--- config.mk ---
export PLATFORM = sky130hd
export DESIGN_NAME = isqrt_seq
export DESIGN_NICKNAME = d
export VERILOG_FILES = /design/src/rtl/isqrt_pkg.sv /design/src/rtl/isqrt_step.sv /design/src/rtl/isqrt_seq.sv
export SDC_FILE = /design/constraint.sdc
export NUM_CORES = 1
export LEC_CHECK = 0
export ABC_AREA = 1
export BUFFER_PORTS_ARGS = -buffer_cell sky130_fd_sc_hd__buf_2
export CORE_ASPECT_RATIO = 1.25
export CORE_MARGIN = 8
export CORE_UTILIZATION = 40
export CTS_CLUSTER_DIAMETER = 40
export DETAILED_ROUTE_END_ITERATION = 8
export HOLD_SLACK_MARGIN = 0.05
export PLACE_DENSITY = 0.66
export SYNTH_ARGS = -nofsm -noshare
export SYNTH_HDL_FRONTEND = slang
export SYNTH_SLANG_ARGS = --single-unit
--- constraint.sdc ---
create_clock -name clk -period 3.26 [get_ports clk]
set_input_delay 0.652 -clock clk [delete_from_list [all_inputs] [get_ports clk]]
set_output_delay 0.652 -clock clk [all_outputs]
set_load 0.02 [all_outputs]
--- src/rtl/isqrt_pkg.sv ---
// Shared definitions for the sequential integer square root (isqrt_seq).
// Holds the controller state encoding, the default-width derived sizes and a
// helper that derives the root width from any operand width.
package isqrt_pkg;

  // Controller states: IDLE only after reset, CALC while iterating, DONE holds result.
  typedef enum logic [1:0] {
    IDLE = 2'd0,
    CALC = 2'd1,
    DONE = 2'd2
  } state_t;

  // Sizes for the default 8-bit operand build.
  localparam int WIDTH_DEF = 8;
  localparam int ROOT_W    = WIDTH_DEF / 2;
  localparam int REM_W     = ROOT_W + 1;
  localparam int ITER_W    = $clog2(ROOT_W);

  // Root width for an arbitrary (even) operand width.
  function automatic int root_width(input int width);
    return width / 2;
  endfunction

  // Iteration counter width; never narrower than one bit.
  function automatic int iter_width(input int rw);
    return (rw > 1) ? $clog2(rw) : 1;
  endfunction

endpackage

--- src/rtl/isqrt_step.sv ---
// One iteration of the restoring digit-by-digit square root.
// Brings down the next two operand bits, tries to subtract (4*root + 1) scaled
// as {root, 01}, and appends the resulting root bit. Purely combinational; the
// top instantiates it once and feeds it back through its registers each cycle.
module isqrt_step #(
  parameter int RW = 4
) (
  input  logic [RW:0]   rem_in,
  input  logic [RW-1:0] root_in,
  input  logic [1:0]    bits_in,
  output logic [RW:0]   rem_out,
  output logic [RW-1:0] root_out
);

  // Working width: room for {rem, 2 bits} plus a guard bit so the trial
  // subtraction can never wrap.
  localparam int TW = RW + 4;

  logic [TW-1:0] cand;
  logic [TW-1:0] sub;
  logic          take;

  assign cand = {1'b0, rem_in, bits_in};
  assign sub  = {2'b00, root_in, 2'b01};

  // Non-negative trial difference means the new root bit is 1.
  assign take = (cand >= sub);

  // Restoring step: keep the difference when it fits, otherwise keep the
  // shifted remainder. Both fit in RW+1 bits because rem never exceeds 2*root.
  always_comb begin
    rem_out  = take ? (RW+1)'(cand - sub) : (RW+1)'(cand);
    root_out = {root_in[RW-2:0], take};
  end

endmodule

--- src/rtl/isqrt_seq.sv ---
// Sequential integer square root: floor(sqrt(x)) for an unsigned WIDTH-bit
// operand, one root bit per clock, with an exact-square flag.
// Handshake: start accepted in IDLE or DONE, busy during the WIDTH/2 compute
// cycles, done held with the result until the next accepted start.
// Build option: define ISQRT_REM_EN to expose the final remainder on port rem;
// without it the remainder is only used internally to derive exact.
module isqrt_seq
  import isqrt_pkg::*;
#(
  parameter int WIDTH = 8
) (
  input  logic               clk,
  input  logic               rst_n,
  input  logic               start,
  input  logic [WIDTH-1:0]   x,
  output logic               busy,
  output logic               done,
  output logic [WIDTH/2-1:0] root,
  output logic               exact
`ifdef ISQRT_REM_EN
  ,
  output logic [WIDTH/2:0]   rem
`endif
);

  localparam int RW     = root_width(WIDTH);
  localparam int REM_W  = RW + 1;
  localparam int ITW    = iter_width(RW);

  // Controller state
  state_t state_q, state_d;

  // Datapath registers
  logic [WIDTH-1:0] op_q, op_d;          // operand, consumed two bits per cycle from the top
  logic [REM_W-1:0] rem_p_q, rem_p_d;    // partial remainder
  logic [RW-1:0]    root_p_q, root_p_d;  // partial root
  logic [ITW-1:0]   iter_q, iter_d;      // iterations still to run after this one

  // Result registers
  logic [RW-1:0]    root_q, root_d;
  logic             exact_q, exact_d;
`ifdef ISQRT_REM_EN
  logic [REM_W-1:0] rem_q, rem_d;
`endif

  // Step outputs
  logic [REM_W-1:0] step_rem;
  logic [RW-1:0]    step_root;

  logic accept;
  logic last_iter;

  assign accept    = start && ((state_q == IDLE) || (state_q == DONE));
  assign last_iter = (state_q == CALC) && (iter_q == '0);

  isqrt_step #(
    .RW(RW)
  ) u_step (
    .rem_in  (rem_p_q),
    .root_in (root_p_q),
    .bits_in (op_q[WIDTH-1 -: 2]),
    .rem_out (step_rem),
    .root_out(step_root)
  );

  // State register, cleared asynchronously.
  always_ff @(posedge clk or negedge rst_n) begin
    if (!rst_n) begin
      state_q <= IDLE;
    end else begin
      state_q <= state_d;
    end
  end

  // Next-state logic: start is only honoured outside CALC; DONE holds until restarted.
  always_comb begin
    state_d = state_q;
    case (state_q)
      IDLE:    if (start) state_d = CALC;
      CALC:    if (iter_q == '0) state_d = DONE;
      DONE:    if (start) state_d = CALC;
      default: state_d = IDLE;
    endcase
  end

  // Datapath next-state: load on accept, iterate in CALC, publish on the last iteration.
  always_comb begin
    op_d     = op_q;
    rem_p_d  = rem_p_q;
    root_p_d = root_p_q;
    iter_d   = iter_q;
    root_d   = root_q;
    exact_d  = exact_q;
`ifdef ISQRT_REM_EN
    rem_d    = rem_q;
`endif
    if (accept) begin
      op_d     = x;
      rem_p_d  = '0;
      root_p_d = '0;
      iter_d   = ITW'(RW - 1);
    end else if (state_q == CALC) begin
      op_d     = {op_q[WIDTH-3:0], 2'b00};
      rem_p_d  = step_rem;
      root_p_d = step_root;
      iter_d   = iter_q - ITW'(1);
      if (last_iter) begin
        root_d  = step_root;
        exact_d = (step_rem == '0);
`ifdef ISQRT_REM_EN
        rem_d   = step_rem;
`endif
      end
    end
  end

  // Datapath and result registers, cleared asynchronously.
  always_ff @(posedge clk or negedge rst_n) begin
    if (!rst_n) begin
      op_q     <= '0;
      rem_p_q  <= '0;
      root_p_q <= '0;
      iter_q   <= '0;
      root_q   <= '0;
      exact_q  <= 1'b0;
`ifdef ISQRT_REM_EN
      rem_q    <= '0;
`endif
    end else begin
      op_q     <= op_d;
      rem_p_q  <= rem_p_d;
      root_p_q <= root_p_d;
      iter_q   <= iter_d;
      root_q   <= root_d;
      exact_q  <= exact_d;
`ifdef ISQRT_REM_EN
      rem_q    <= rem_d;
`endif
    end
  end

  // Handshake flags decode straight from the state register, so they can never overlap.
  always_comb begin
    busy  = (state_q == CALC);
    done  = (state_q == DONE);
    root  = root_q;
    exact = exact_q;
  end

`ifdef ISQRT_REM_EN
  assign rem = rem_q;
`endif

endmodule

[Word level (Yosys, flattened, before mapping)]
Cells that the tools add are included.
Storage, ports and cells
  flip-flop bits (word level): 26
  latch bits: 0
  bits in writable memories: 0
  memory bits (read-only): 0
  output and inout port bits: 7
  memories: 0
Operators by class
  $add $sub $neg: 2
  $mul: 0
  divide/modulo/power cells: 0
  magnitude comparators: 1
  eq/ne operators: 4
  shift operators: 0
  multiplexer cells: 12
  bitwise logic cells: 1
  reductions and logical operators: 10
Operator list (number)
  8-bit two-way mux: 2
  5-bit two-way mux: 3
  2-bit two-way mux: 4
  4-bit two-way mux: 2
  7-bit by 6-bit >= comparator with 1-bit output: 1
  5-bit zero test: 1
  5-bit subtractor: 1
  2-bit zero test: 2
  2-bit by 1-bit != test with 1-bit output (second input constant): 2
  2-bit one-hot mux with 2 select lines: 1
  3-bit AND reduction: 1
  2-bit by 1-bit equality test with 1-bit output (second input constant): 1
  2-bit equality test (second input constant): 1
  1-bit logical AND: 2
  2-bit AND reduction: 1
  2-bit nonzero test: 1
  2-bit OR reduction: 1
  2-bit by 1-bit subtractor with 2-bit output (second input constant): 1
  1-bit logical OR: 1
  1-bit NOT: 1

[Depth between registers and ports, before layout]
Gate-level depths: netlist (run 1).
  word-level depth: 5
  mapped depth: 12
  depth with buffers taken out: 12

[By module]
Synthesis (run 1) repeated with hierarchy kept, for this count alone.
Second synthesis, totals
  cell total of the unflattened synthesis: 195
  area, all modules: 1486.4 µm²
By module, submodules not included
  isqrt_seq: instances 1, cells each 136, area an instance 1144.8 µm², seq. area each 650.6 µm²
  isqrt_step: instances 1, cells each 59, area an instance 341.6 µm², seq. area each 0.0 µm²

[Worst setup path before layout (run 1)]
No wires, ideal clock.
  path type: reg2reg
  from: register rem_p_q[0]
  to: register exact_q, in the netlist exact
  arrival time: 1441 ps
  path slack: 1703 ps
  stages on the path, launching flop included: 12
  path buffers: 0
  clock period less this slack: 1557 ps
  path through: dfrtp_1 ha_1 a21oi_2 nand2_2 nand2_4 nand3_4 inv_2 nand2_2 nand2_1 nor2_1 nand2_1 nand2_1
On the way
  cells in the longest elaborated chain, start to end: 3
  elaborated cells on any way between the ends: 4
RTL lines
  start: declaration: RTL line isqrt_seq.sv:35  | logic [REM_W-1:0] rem_p_q, rem_p_d;
  start signal: assignment: RTL line isqrt_seq.sv:131  | rem_p_q <= rem_p_d;
  7-bit by 6-bit >= comparator with 1-bit output / 5-bit subtractor (equally long branches): RTL line isqrt_step.sv:27, isqrt_step.sv:32
  5-bit two-way mux *: RTL line isqrt_step.sv:32  | rem_out = take ? (RW+1)'(cand - sub) : (RW+1)'(cand);
  5-bit zero test *: RTL line isqrt_seq.sv:109  | exact_d = (step_rem == '0);
  end signal: assignment: RTL line isqrt_seq.sv:135  | exact_q <= exact_d;
  end: declaration: RTL line isqrt_seq.sv:41  | logic exact_q, exact_d;
Every way passes the cells marked *; elsewhere a longest branch is shown, timed or not.
A chain may end at the register's enable or synchronous reset.

[Final worst setup path (run 1)]
  from: register root_p_q[0]
  to: register exact_q, in the netlist exact
On the way
  cells in the longest elaborated chain, start to end: 3
  elaborated cells on any way between the ends: 4
RTL lines
  start: declaration: RTL line isqrt_seq.sv:36  | logic [RW-1:0] root_p_q, root_p_d;
  start signal: assignment: RTL line isqrt_seq.sv:132  | root_p_q <= root_p_d;
  7-bit by 6-bit >= comparator with 1-bit output / 5-bit subtractor (equally long branches): RTL line isqrt_step.sv:27, isqrt_step.sv:32
  5-bit two-way mux *: RTL line isqrt_step.sv:32
  5-bit zero test *: RTL line isqrt_seq.sv:109
Marks and branches as above.

==> results of run 1 <==
[cell usage after synthesis (all sizes together)]
cell / instances / share of area
nand2: 39 / 0.12
dfrtp: 26 / 0.48
inv: 25 / 0.069
o21ai: 17 / 0.063
nor2: 12 / 0.044
nand3: 11 / 0.050
ha: 7 / 0.064
a21oi: 6 / 0.025
o22ai: 6 / 0.028
o221ai: 3 / 0.019
clkbuf: 2 / 0.0055
nand3b: 2 / 0.011
buf: 1 / 0.0055
clkinv: 1 / 0.0028
o211ai: 1 / 0.0055
o31ai: 1 / 0.0055
xor2: 1 / 0.0064
[metal layers]
layer | vias to the layer above | GRT usage | part of all wire | wire (um)
met5 | - | 0 | 0 | 0
met4 | 0 | 0.0452 | 0.019 | 56
met3 | 4 | 0.0303 | 0.053 | 153
met2 | 26 | 0.206 | 0.51 | 1490
met1 | 523 | 0.118 | 0.42 | 1210
li1 | 562 | - | - | -
[state kept, by name (all words and copies together) (netlist names)]
register / cells
exact: 1
iter_q: 2
op_q: 8
rem_p_q: 5
root: 4
root_p_q: 4
state_q: 2
[stage by stage]
| step | hold slack (ps) | setup slack, ps | instance area (um2) | util | total power [mW] |
|---|---|---|---|---|---|
| after floorplan | 356 | 1700 | 1360 | - | 1.39 |
| after global placement | 462 | 1450 | 1480 | 0.458 | 1.61 |
| after detailed placement | 465 | 1430 | 1480 | 0.458 | 1.64 |
| after CTS | 391 | 1420 | 1550 | 0.480 | 1.91 |
| after global routing | 414 | 1280 | 1550 | 0.480 | 2.07 |
| final | 374 | 1430 | 1550 | 0.480 | 1.88 |
[power by group through the flow]
stage | logic [mW] | clock network (mW) | registers [mW]
after global placement | 1.06 | 0 | 0.551
after global routing | 1.22 | 0.283 | 0.566
final | 1.07 | 0.261 | 0.551
after floorplan | 0.824 | 0 | 0.565
after CTS | 1.09 | 0.269 | 0.549
after detailed placement | 1.09 | 0 | 0.555
[worst paths after layout]
path	cells after the start	end
worst max-delay path	11	exact$_DFFE_PN0P_
worst min-delay path	1	root[3]$_DFFE_PN0P_
worst max register to register	11	exact$_DFFE_PN0P_
worst min register to register	2	root[1]$_DFFE_PN0P_
max in group asynchronous	1	rem_p_q[4]$_DFFE_PN0P_
min in group clk	2	root[1]$_DFFE_PN0P_
[logic make-up (layout without fill, tap and decap cells)]
family | count (synthesis) | in the layout | share of synthesized area
AO/OA/AOI/OAI | 34 | 34 | 0.145
AND/OR/NAND/NOR | 64 | 64 | 0.222
buffers and inverters | 29 | 47 | 0.0829
flip-flops | 26 | 26 | 0.479
adder cells (fa/ha/maj) | 7 | 7 | 0.0645
XOR/XNOR | 1 | 1 | 0.00645
[worst register-to-register path: stages, from the launching register on]
cell and delay (ps):
dfrtp_1 370, inv_1 120, ha_1 310, a21oi_2 200, nand2_2 90, nand2_4 90, nand3_4 100, o21ai_1 150
nand2_1 110, nor2_1 120, nand2_1 70, nand2_1 50
[final cells by class]
type / instances / share of cell area
tap: 37 / 0.0299
timing repair buffer: 17 / 0.0550
clock buffer: 3 / 0.0267
clock inverter: 1 / 0.0194
inverter: 26 / 0.0631
multi-input combinational: 106 / 0.385
sequential: 26 / 0.421
==> flow_summary.ini, run 1 <==
[outcome]
status = complete, no violations

[timing]
maxSlewHeadroom = 0.616
fin_crit_period_ps = 1830
finalSetupTns_ps = 0
grt_setup_unrepaired = false
timing.final.hold_violations = 0
part_of_the_cycle_the_worst_path_needs = 0.563
worst_pin_slew_ps = 576
setup-violations-final = 0
worst_clock_skew_ps = 5.62
achievable-frequency_mhz = 545
slew_viol_final = 0

[cells_and_area]
final_cells = 216
multiInputGateArea_um2 = 596
drive_gt1_frac = 0.168
commonest_non_fill_non_tap_cell_in_the_layout = nand2_1
layout.filler_cells = 325
areaGrowthSynthToFinish_pct = 13.8
sequential_cell_area_um2 = 651
layout.cells.most_common_list = nand2_1, dfrtp_1, inv_1, buf_2, o21ai_0
antenna_cells_inserted = 0
final_net_count = 198

[setup_path]
worst_path_most_repeated_cell = nand2_1
critical_path.startpoint_type = register
critical_path.slowest_cell = dfrtp_1
worst_setup_path_end_kind = register
worst_path_largest_cell_delay_ps = 370
arrival_ps = 2050
setup.worst_path.class = reg2reg
timing.reg2reg.setup_slack_ps = 1430
worst_path_dominant_cell_family = simple AND/OR/NAND/NOR gates
critical_path.max_fanout = 7
timing.critical_path.required_ps = 3470
cp.buffers_inverters = 1
critical_path.cell_chain = inv_1 > ha_1 > a21oi_2 > nand2_2 > nand2_4 > nand3_4 > o21ai_1 > nand2_1 > nor2_1 > nand2_1 > nand2_1
timing.critical_path.from = root_p_q[0]$_DFFE_PN0P_
reg2reg_from = root_p_q[0]$_DFFE_PN0P_

[clock_tree]
cts.path.max_buffers = 2
number_of_h_tree_levels = 1
ctsHoldBuffers = 0
cts.root.buffer_cell = clkbuf_8
worst_setup_hold_path_clk_slew_ps = 90
inserted_clock_buffers = 3
cts.repair.resized = 0
clkLatencyLatePin_ps = 260
clock_tree_from_tritoncts = built
cts_post_setup_buffers_inserted = 0
numClockSinks = 26

[power]
leakage_nw = 0.809
internal_power_mw = 1.00
combPwrFrac = 0.569
clock_power_share = 0.138
p_sw_mw = 0.884
ir_worst_vdd_uv = 522
power.switching_fraction = 0.469
p_seq_frac = 0.292
pwr_density_cell_nw_per_um2 = 1220

[global_route]
antenna_violations_before_repair = 0
grt_start_max_net_pins = 27
grt.overflow.total = 0
wire_length_of_the_first_global_routing_pass_um = 4950
vias_in_the_first_global_route = 1181
groute.usage.overall = 0.113

[placement]
place_inst = 212
portBuffers = 17
global_placer_s_final_weighted_congestion = 0.888
detailedPlacementHpwl_um = 2240

[logic_synthesis]
synth_sequential_area_ratio = 0.479
synth-seq-cells = 26
postSynthNetCount = 179
post_syn_area_um2 = 1360
synth.yosys.warnings = 0
synth_cells = 161
synth.avg_cell_area_um2 = 8.44
post_synth_num_cell_types = 24

[route]
wl_per_cell_um = 13.4
drt.antenna.violating_nets = 0
initialDrtViolationCount = 40
drt_drc = 0
via_total_after_detailed_routing = 1115
detail_route.first_pass.iterations = 4
avgViaCountPerCell = 5.16
route.final.wire_length_um = 2900

[die]
die_h_um = 81.2
top_level_ports = 18
die_x_um = 68.1
overall_die_area_um2 = 5530
rows = 23
floorplan.initialDensity = 0.422
floorplan.core_area_um2 = 3220

[worst_hold_path]
min-delay-path-class = in2async

[flow_run]
maxCapViolations = 0
No activity file was read; power rests on OpenSTA's default activity.
==> inputs of run 2 (changes only) <==
--- a/config.mk
+++ b/config.mk
@@ -5,7 +5,7 @@
 export SDC_FILE = /design/constraint.sdc
 export NUM_CORES = 1
 export LEC_CHECK = 0
-export ABC_AREA = 1
+export ABC_AREA = 0
 export BUFFER_PORTS_ARGS = -buffer_cell sky130_fd_sc_hd__buf_2
 export CORE_ASPECT_RATIO = 1.25
 export CORE_MARGIN = 8
==> constraint.sdc (replaced) <==
create_clock -name clk -period 1.83 [get_ports clk]
set_input_delay 0.366 -clock clk [delete_from_list [all_inputs] [get_ports clk]]
set_output_delay 0.366 -clock clk [all_outputs]
set_load 0.02 [all_outputs]
==> run 2 against run 1 <==
The run now ends with setup timing left. Setup slack got worse by 1600 ps. Total power is 130% higher. Global-route usage up 0.71 points. Die area up 3.9%. Worst hold slack worse by 290 ps. Core utilization up 7.3 points. Clock power up 85%. Design area up 23%. Clock skew is 1.3 ps lower. Maximum frequency decreased by 6.6%. Sequential power increased by 83%.
==> flow_summary.ini, run 2 <==
[outcome]
status = finished with violations
violations = setup timing

[global_route]
grt_start_max_net_pins = 27
grt.overflow.total = 0
wire_length_of_the_first_global_routing_pass_um = 5710
antenna_violations_before_repair = 0
groute.usage.overall = 0.120
vias_in_the_first_global_route = 1295

[die]
die_x_um = 69.4
floorplan.initialDensity = 0.413
die_h_um = 82.8
rows = 24
floorplan.core_area_um2 = 3450
top_level_ports = 18
overall_die_area_um2 = 5740

[logic_synthesis]
synth_top_area_share = 0.456
post_synth_most_frequent_cells = dfrtp_1, o21ai_0, nand2_1
synth_cells = 152
postSynthNetCount = 170
synth-async-reset-ratio = 1.00
synth_sequential_area_ratio = 0.456
yosysMostFrequentCell = dfrtp_1
synth-edff-count = 0
post_syn_area_um2 = 1430
post_synth_num_cell_types = 33
synth_top_cells_by_area = dfrtp_1, o21ai_0, ha_1
synth_top_area_cell = dfrtp_1
synth.yosys.warnings = 0
synth_flop_type = dfrtp_1
synth-seq-cells = 26
synth.avg_cell_area_um2 = 9.38

[cells_and_area]
largest_register = op_q
drive_gt1_frac = 0.349
reg_top3 = op_q x8, rem_p_q x5
sequential_cell_area_um2 = 652
antenna_cells_inserted = 0
layout.cells.most_common_list = buf_4, dfrtp_1, nand2_1, buf_2, o21ai_0
commonest_non_fill_non_tap_cell_in_the_layout = buf_4
areaGrowthSynthToFinish_pct = 33.9
multiInputGateArea_um2 = 790
final_net_count = 214
final_core_utilization = 0.553
layout.filler_cells = 305
largest_register_ffs = 8

[setup_path]
reg2reg_depth = 6
worstSetupPathDepth = 6
timing.reg2reg.setup_slack_ps = -130
critical_path.startpoint_type = register
timing.critical_path.from = op_q[6]$_DFFE_PN0P_
worst_path_largest_cell_delay_ps = 490
regToRegEndpoint = exact$_DFFE_PN0P_
critical_path.slowest_cell = or4_4
critical_path.max_fanout = 7
setup.worst_path.class = reg2reg
cp.buffers_inverters = 0
critical_path.cell_chain = ha_4 > or4_4 > o2111ai_4 > and2_4 > mux2i_4 > a32o_1
worst_path_dominant_cell_family = simple AND/OR/NAND/NOR gates
reg2reg_from = op_q[6]$_DFFE_PN0P_
worst_setup_path_end_kind = register
timing.critical_path.required_ps = 2050
arrival_ps = 2180
worstSetupEndpoint = exact$_DFFE_PN0P_

[power]
fin_total_pwr_mw = 4.31
ir_worst_vdd_uv = 1350
leakage_nw = 0.898
pwr_density_cell_nw_per_um2 = 2260

[route]
drt_drc = 0
wl_per_cell_um = 14.7
initialDrtViolationCount = 60
route.final.wire_length_um = 3440
avgViaCountPerCell = 5.35
detail_route.first_pass.iterations = 4
via_total_after_detailed_routing = 1251
drt.antenna.violating_nets = 0

[clock_tree]
cts.path.max_buffers = 2
clock_tree_from_tritoncts = built
worst_setup_hold_path_clk_slew_ps = 90
numClockSinks = 26
cts.root.buffer_cell = clkbuf_8
clkLatencyLatePin_ps = 280
number_of_h_tree_levels = 1
inserted_clock_buffers = 3

[placement]
global_placer_s_final_weighted_congestion = 0.893
portBuffers = 17
detailedPlacementHpwl_um = 2450

[timing]
worst_pin_slew_ps = 594
timing.final.hold_violations = 0
setup-violations-final = 8
grt_setup_unrepaired = true
worst_clock_skew_ps = 4.31
maxSlewHeadroom = 0.604
fin_crit_period_ps = 1960
part_of_the_cycle_the_worst_path_needs = 1.07
hold-worst-slack_ps = 83.1
achievable-frequency_mhz = 509
slew_viol_final = 0
worst_setup_slack_final_ps = -134

[worst_hold_path]
min-delay-path-class = in2async

[flow_run]
maxCapViolations = 0
## run 2: changes by cell type in the layout (fill, tap and decap cells not counted), moves of 3 or more
cell	delta
buf_4	+29
nor2b_1	+5
nor2_1	-4
nand2b_1	+5
inv_1	-17
o22ai_1	-4
o221ai_1	-3
ha_4	+4
a211oi_1	+4
ha_1	-4
mux2i_1	+7
nand2_1	-19
nand3_1	-4
a21oi_1	+7
## run 2: worst min-delay path by stage
stage,end,cells after the start
6_report,rem_p_q[3]$_DFFE_PN0P_,1
5_1_grt,op_q[4]$_DFFE_PN0P_,1
4_1_cts,root_p_q[3]$_DFFE_PN0P_,1
3_5_place_dp,rem_p_q[3]$_DFFE_PN0P_,1
3_3_place_gp,rem_p_q[3]$_DFFE_PN0P_,1
2_1_floorplan,exact$_DFFE_PN0P_,0
## run 2: worst reg2reg max path, cell delays in order (launching register included)
cell       delay [ps]
dfrtp_2           450
ha_4              170
or4_4             490
o2111ai_4         120
and2_4            250
mux2i_4           270
a32o_1            180
## run 2: metrics by stage
stage	setup TNS, ps	std cells	worst slack (ps)	cell area (um2)
after floorplan	-187	152	-91.5	1450
after global placement	-290	222	-123	1710
after detailed placement	-436	222	-166	1710
after CTS	-297	230	-110	1840
after global routing	-737	234	-157	1910
final	-396	234	-134	1910
## run 2: final cells by class
class                           count  share of cell area
Inverter                            9              0.0177
Sequential cell                    26               0.341
Tap cell                           39              0.0256
Clock inverter                      1              0.0157
Clock buffer                        3              0.0216
Multi-Input combinational cell    109               0.413
Timing Repair Buffer               47               0.164
## run 2: routing by layer
layer	wire length [um]	part of all wire	up-vias	track usage
met5	0	0	-	0
met3	127	0.037	7	0.0239
li1	-	-	615	-
met1	1500	0.44	604	0.128
met2	1760	0.51	25	0.227
met4	54	0.016	0	0.0513
## run 2: power by group
part | switching [mW] | internal (mW)
Clock | 0.191 | 0.293
Sequential | 0.168 | 0.840
Combinational | 1.42 | 1.40
## run 2: kinds of logic after synthesis
| group | Yosys count | share of synthesized area |
|---|---|---|
| flops | 26 | 0.456 |
| xor+xnor | 3 | 0.0184 |
| fa+ha+maj | 7 | 0.0614 |
| mux | 8 | 0.0561 |
| simple gates | 49 | 0.180 |
| buf+inv | 17 | 0.0526 |
| compound gates | 42 | 0.175 |
## run 2: what timing repair did
action | in CTS | in global routing
pin swaps | 3 | 7
hold buffers | 0 | 0
setup buffers | 4 | 5
setup endpoints to repair | 5 | 8
resized for setup | 7 | 10
